--- src/rtl/mem_port_arbiter.sv ---
`default_nettype none
//============================================================================
// Module      : mem_port_arbiter
// Description : Shares one req/gnt/rvalid memory port between instruction
//               fetch (M0, read-only) and the load/store unit (M1). Keeps an
//               in-order FIFO of granted master IDs and steers each response
//               back to the master that issued the matching request.
// Revision    : 1.0 - initial release
//============================================================================
module mem_port_arbiter #(
    parameter int XLEN    = 32,
    parameter int MAX_OUT = 2,
    parameter int RR_MODE = 1
) (
    input  logic            clk,
    input  logic            reset,

    input  logic            m0_req_i,
    input  logic [XLEN-1:0] m0_addr_i,
    output logic            m0_gnt_o,
    output logic            m0_rvalid_o,
    output logic [XLEN-1:0] m0_rdata_o,

    input  logic            m1_req_i,
    input  logic [XLEN-1:0] m1_addr_i,
    input  logic            m1_we_i,
    input  logic [3:0]      m1_be_i,
    input  logic [XLEN-1:0] m1_wdata_i,
    output logic            m1_gnt_o,
    output logic            m1_rvalid_o,
    output logic [XLEN-1:0] m1_rdata_o,

    output logic            mem_req_o,
    output logic [XLEN-1:0] mem_addr_o,
    output logic            mem_we_o,
    output logic [3:0]      mem_be_o,
    output logic [XLEN-1:0] mem_wdata_o,
    input  logic            mem_gnt_i,
    input  logic            mem_rvalid_i,
    input  logic [XLEN-1:0] mem_rdata_i,

    output logic [2:0]      outstanding_o,
    output logic            err_o
);

    localparam int               PTR_W      = (MAX_OUT > 1) ? $clog2(MAX_OUT) : 1;
    localparam logic [2:0]       c_max_cnt  = 3'(MAX_OUT);
    localparam logic [PTR_W-1:0] c_last_ptr = PTR_W'(MAX_OUT - 1);

    // Master IDs as stored in the FIFO and in the last-winner register
    typedef enum logic {
        ID_M0 = 1'b0,
        ID_M1 = 1'b1
    } id_t;

    logic [MAX_OUT-1:0] r_id_fifo;
    logic [PTR_W-1:0]   r_wr_ptr;
    logic [PTR_W-1:0]   r_rd_ptr;
    logic [2:0]         r_count;
    id_t                r_last_winner;
    logic               r_err;

    id_t                w_sel;
    logic               w_space;
    logic               w_push;
    logic               w_pop;
    id_t                w_head;

    // Pick a master: a lone requester wins; on a tie either alternate or favour the LSU
    always_comb begin
        w_sel = ID_M0;
        if (m0_req_i && m1_req_i) begin
            if (RR_MODE != 0) begin
                w_sel = (r_last_winner == ID_M0) ? ID_M1 : ID_M0;
            end else begin
                w_sel = ID_M1;
            end
        end else if (m1_req_i) begin
            w_sel = ID_M1;
        end
    end

    // A response popping this cycle frees a slot for a request issued in the same cycle
    assign w_space   = (r_count < c_max_cnt) | mem_rvalid_i;
    assign mem_req_o = reset & (m0_req_i | m1_req_i) & w_space;

    // Drive the memory bus from the selected master; fetch is always a full-word read
    always_comb begin
        mem_addr_o  = '0;
        mem_we_o    = 1'b0;
        mem_be_o    = 4'b0000;
        mem_wdata_o = '0;
        if (mem_req_o) begin
            if (w_sel == ID_M1) begin
                mem_addr_o  = m1_addr_i;
                mem_we_o    = m1_we_i;
                mem_be_o    = m1_be_i;
                mem_wdata_o = m1_wdata_i;
            end else begin
                mem_addr_o  = m0_addr_i;
                mem_be_o    = 4'b1111;
            end
        end
    end

    assign w_push   = mem_req_o & mem_gnt_i;
    assign m0_gnt_o = w_push & (w_sel == ID_M0);
    assign m1_gnt_o = w_push & (w_sel == ID_M1);

    // Responses return in grant order, so the FIFO head names the owner
    assign w_pop       = reset & mem_rvalid_i & (r_count != 3'd0);
    assign w_head      = id_t'(r_id_fifo[r_rd_ptr]);
    assign m0_rvalid_o = w_pop & (w_head == ID_M0);
    assign m1_rvalid_o = w_pop & (w_head == ID_M1);
    assign m0_rdata_o  = mem_rdata_i;
    assign m1_rdata_o  = mem_rdata_i;

    assign outstanding_o = r_count;
    assign err_o         = r_err;

    // ID FIFO, occupancy, arbitration history and sticky stray-response flag
    always_ff @(posedge clk or negedge reset) begin
        if (!reset) begin
            r_id_fifo     <= '0;
            r_wr_ptr      <= '0;
            r_rd_ptr      <= '0;
            r_count       <= 3'd0;
            r_last_winner <= ID_M1;
            r_err         <= 1'b0;
        end else begin
            if (w_push) begin
                r_id_fifo[r_wr_ptr] <= w_sel;
                r_wr_ptr            <= (r_wr_ptr == c_last_ptr) ? '0 : r_wr_ptr + PTR_W'(1);
                r_last_winner       <= w_sel;
            end
            if (w_pop) begin
                r_rd_ptr <= (r_rd_ptr == c_last_ptr) ? '0 : r_rd_ptr + PTR_W'(1);
            end
            case ({w_push, w_pop})
                2'b10:   r_count <= r_count + 3'd1;
                2'b01:   r_count <= r_count - 3'd1;
                default: r_count <= r_count;
            endcase
            if (mem_rvalid_i && (r_count == 3'd0)) begin
                r_err <= 1'b1;
            end
        end
    end

endmodule
`default_nettype wire

--- config.mk ---
export PLATFORM = sky130hd
export DESIGN_NAME = mem_port_arbiter
export DESIGN_NICKNAME = d
export VERILOG_FILES = /design/src/rtl/mem_port_arbiter.sv
export SDC_FILE = /design/constraint.sdc
export NUM_CORES = 1
export LEC_CHECK = 0
export ABC_AREA = 1
export ABC_CLOCK_PERIOD_IN_PS = 2900
export CELL_PAD_IN_SITES_DETAIL_PLACEMENT = 0
export CELL_PAD_IN_SITES_GLOBAL_PLACEMENT = 1
export CORE_MARGIN = 2
export CORE_UTILIZATION = 14
export CTS_BUF_LIST = sky130_fd_sc_hd__clkbuf_4
export DETAILED_ROUTE_END_ITERATION = 7
export PLACE_DENSITY = 0.95
export REMOVE_ABC_BUFFERS = 1
export SYNTH_ARGS = -nofsm -noshare
export SYNTH_HDL_FRONTEND = slang
export SYNTH_SLANG_ARGS = --single-unit
--- constraint.sdc ---
create_clock -name clk -period 2.9 [get_ports clk]
set_input_delay 0.435 -clock clk [delete_from_list [all_inputs] [get_ports clk]]
set_output_delay 0.435 -clock clk [all_outputs]
set_load 0.005 [all_outputs]
==> results by group <==
Run status
  – Status: complete, no violations

Power
  – Worst vdd ir: 0.1505 mV
  – Pwr dens: 347.2 nW/um2
  – Leak Pwr: 1.603 nW

Logic synthesis
  – Post-synth EDFFs: 0
  – Syn Inst Count: 343
  – Yosys warning count: 0
  – Post-synth top area cell: buf_4
  – Count of different cell masters after synthesis: 24
  – Synth top area cells: buf_4 (26%), nor2_1 (22%), dfrtp_1 (11%), nand2_1 (8.9%), inv_1 (8.3%)
  – Post-synthesis register bit count: 9
  – Async S/R FF share, synth: 100.0%
  – Synth Flop Type: dfrtp_1
  – Seq/Total Area, Yosys: 11.94%
  – Syn Std Cell Area: 1897 um2
  – Share of the synthesized area in the top cell type: 25.73%
  – Mean Syn Cell Area: 5.530 um2

Floorplanning
  – Die Y: 120.4 um
  – I/O pins: 281
  – Starting density of the core: 14.32%
  – Total core area: 13240 um2
  – DIE WIDTH: 120.4 um
  – Row count: 42
  – Die area: 14500 um2

STA
  – Max-slew headroom: 80.65%
  – Fmax: 372.9 MHz
  – Fin Setup TNS: 0 ns
  – Slew @ Worst Pin: 0.2903 ns
  – RSZ-0062 raised after global routing: false
  – Setup violators final: 0
  – Final setup margin: 0.2183 ns
  – Final Skew: 0.005023 ns
  – Final Hold Viols: 0
  – Fin crit period: 2.682 ns
  – Fin crit share: 92.47%
  – Pins Over Slew Limit: 0

Drt
  – Antenna-violating nets left: 0
  – Initial DRC Count: 74
  – Initial DRT Pass Iterations: 4
  – DRC errors left: 0
  – Vias per inst: 3.848
  – Detailed Route WL: 9.611 mm
  – Via count: 2436
  – DR WL/cell: 15.18 um

GRT
  – Initial antenna violation count: 0
  – Met1 Use GR: 15.32%
  – Largest net degree at the start of global routing: 45
  – Met3 Track Usage GR: 9.245%
  – First-pass GRT wire length: 13.46 mm
  – Global routing's busiest layer: met2
  – Vias in the first global route: 2203
  – Remaining global-route overflow: 0
  – Total global-route track usage: 12.12%
  – GR Util met2: 16.07%

Placement
  – Pre-CTS WS: 0.2109 ns
  – I/O Buffers: 184
  – Gp weighted congestion: 0.7637
  – DP HPWL: 7.860 mm

Critical path
  – R2R Setup Slk: 0.80 ns
  – Startpoint types: primary input
  – Critical path peak fanout: 25
  – R2R Path End: outstanding_o[1]
  – Reg2Reg Depth: 9
  – CP arrival: 2.25 ns
  – Critical Path RT: 2.47 ns
  – Worst r2r src: outstanding_o[2]
  – Crit. End Element: output pin
  – CP Class: in -> out
  – Worst setup startpoint: m1_req_i

Clock network
  – H-Tree Level Count: 1
  – CTS sink cnt: 9
  – CTS tree: yes
  – Post-cts sizing count: 0
  – Clk slew on worst S/H paths: 0.06 ns
  – Post-CTS Hold Buffers: 0
  – Clk_lat worst skew: 0.26 ns
  – CTS max path bufs: 2
  – Setup Buffers After CTS: 0
  – Cts bufs inserted: 3
  – CTS Root Cell: clkbuf_4

Min path
  – Hold wc startpoint: r_last_winner
  – Hold path depth: 2
  – Hold EP: r_last_winner
  – Worst Hold Class: reg -> reg

Flow run
  – Max-Cap Viols: 0

Cells and area
  – Ratio of cells with drive above 1 in the final layout: 3.939%
  – Antenna fix cells: 0
  – Most frequent cells in the layout: clkdlybuf4s50_1 (184), nor2_1 (111), nand2_1 (45)
  – Area Overhead vs Synth: 84.23%
  – Fillers: 1476
  – Most common cell after layout, fill and taps aside: clkdlybuf4s50_1
  – Register area: 226.5 um2
  – Final #Nets: 599
  – Multi-input logic area: 912.1 um2
==> layer usage <==
metal	share of wire (%)	wire length [um]	up-vias
li1	-	-	1191
met4	0.12	12	4
met3	17	1627	4
met1	42	4040	1058
met2	40	3800	179
met5	1.4	130	-
==> critical path, stage by stage <==
cell and delay (ns):
clkdlybuf4s50_1 0.51, nor2_1 0.07, nor2_2 0.13, nand2_2 0.10, buf_4 0.23, nor2_1 0.11
o21ai_0 0.09, inv_1 0.06, clkdlybuf4s50_1 0.49
==> worst max-delay path by stage <==
stage          slack [ns]               end
3_5_place_dp         0.21    mem_addr_o[12]
2_1_floorplan        0.36  outstanding_o[2]
3_3_place_gp         0.24    mem_addr_o[25]
6_report             0.22    mem_addr_o[12]
5_1_grt              0.04    mem_addr_o[12]
4_1_cts              0.21    mem_addr_o[12]
==> stage by stage <==
stage | power, W | util (%) | cell area [um2] | hold WS (ns) | instances
final | 0.001213 | 26.39 | 3495 | 0.4715 | 633
after global routing | 0.001326 | 26.39 | 3495 | 0.5009 | 633
after CTS | 0.001225 | 26.39 | 3495 | 0.4750 | 633
after detailed placement | 0.001117 | 26.16 | 3465 | 0.4656 | 629
after global placement | 0.001107 | 26.16 | 3465 | 0.4592 | 629
after floorplan | 0.0005748 | - | 1300 | 0.1394 | 262
==> registers in the layout, indices dropped and copies added (netlist names) <==
register       cells
outstanding_o      3
r_id_fifo          2
err_o              1
r_last_winner      1
r_rd_ptr           1
r_wr_ptr           1
==> cell families after synthesis <==
kind of cell	Yosys count	share of synthesized area, %
buffers and inverters	124	39.97
XOR/XNOR	3	1.385
adder cells (fa/ha/maj)	2	1.715
AND/OR/NAND/NOR	166	34.10
flip-flops	9	11.94
AO/OA/AOI/OAI	38	10.36
multiplexers	1	0.5277
==> final cells by class <==
class / instances / share of cell area [%]
sequential: 9 / 6.480
timing repair buffer: 191 / 55.64
clock buffer: 4 / 0.8593
multi-input combinational: 210 / 26.10
tap: 176 / 6.301
inverter: 43 / 4.619
==> cells in the mapped netlist (2+ instances only) <==
library cell / n
buf_2: 9
clkbuf_1: 2
nand2_1: 45
dfrtp_1: 8
o21ai_1: 5
nor2_2: 2
xnor2_1: 3
o21ai_0: 30
nand4_1: 4
inv_1: 42
buf_6: 5
nand2_2: 2
nor2_1: 111
buf_4: 65
==> where the power goes <==
group          switching, W  total [W]  internal, W
registers         0.0000566   0.000244     0.000187
logic              0.000368   0.000865     0.000497
clock network     0.0000425   0.000105    0.0000623
total              0.000467    0.00121     0.000746
(Power assumes the default switching activity.)
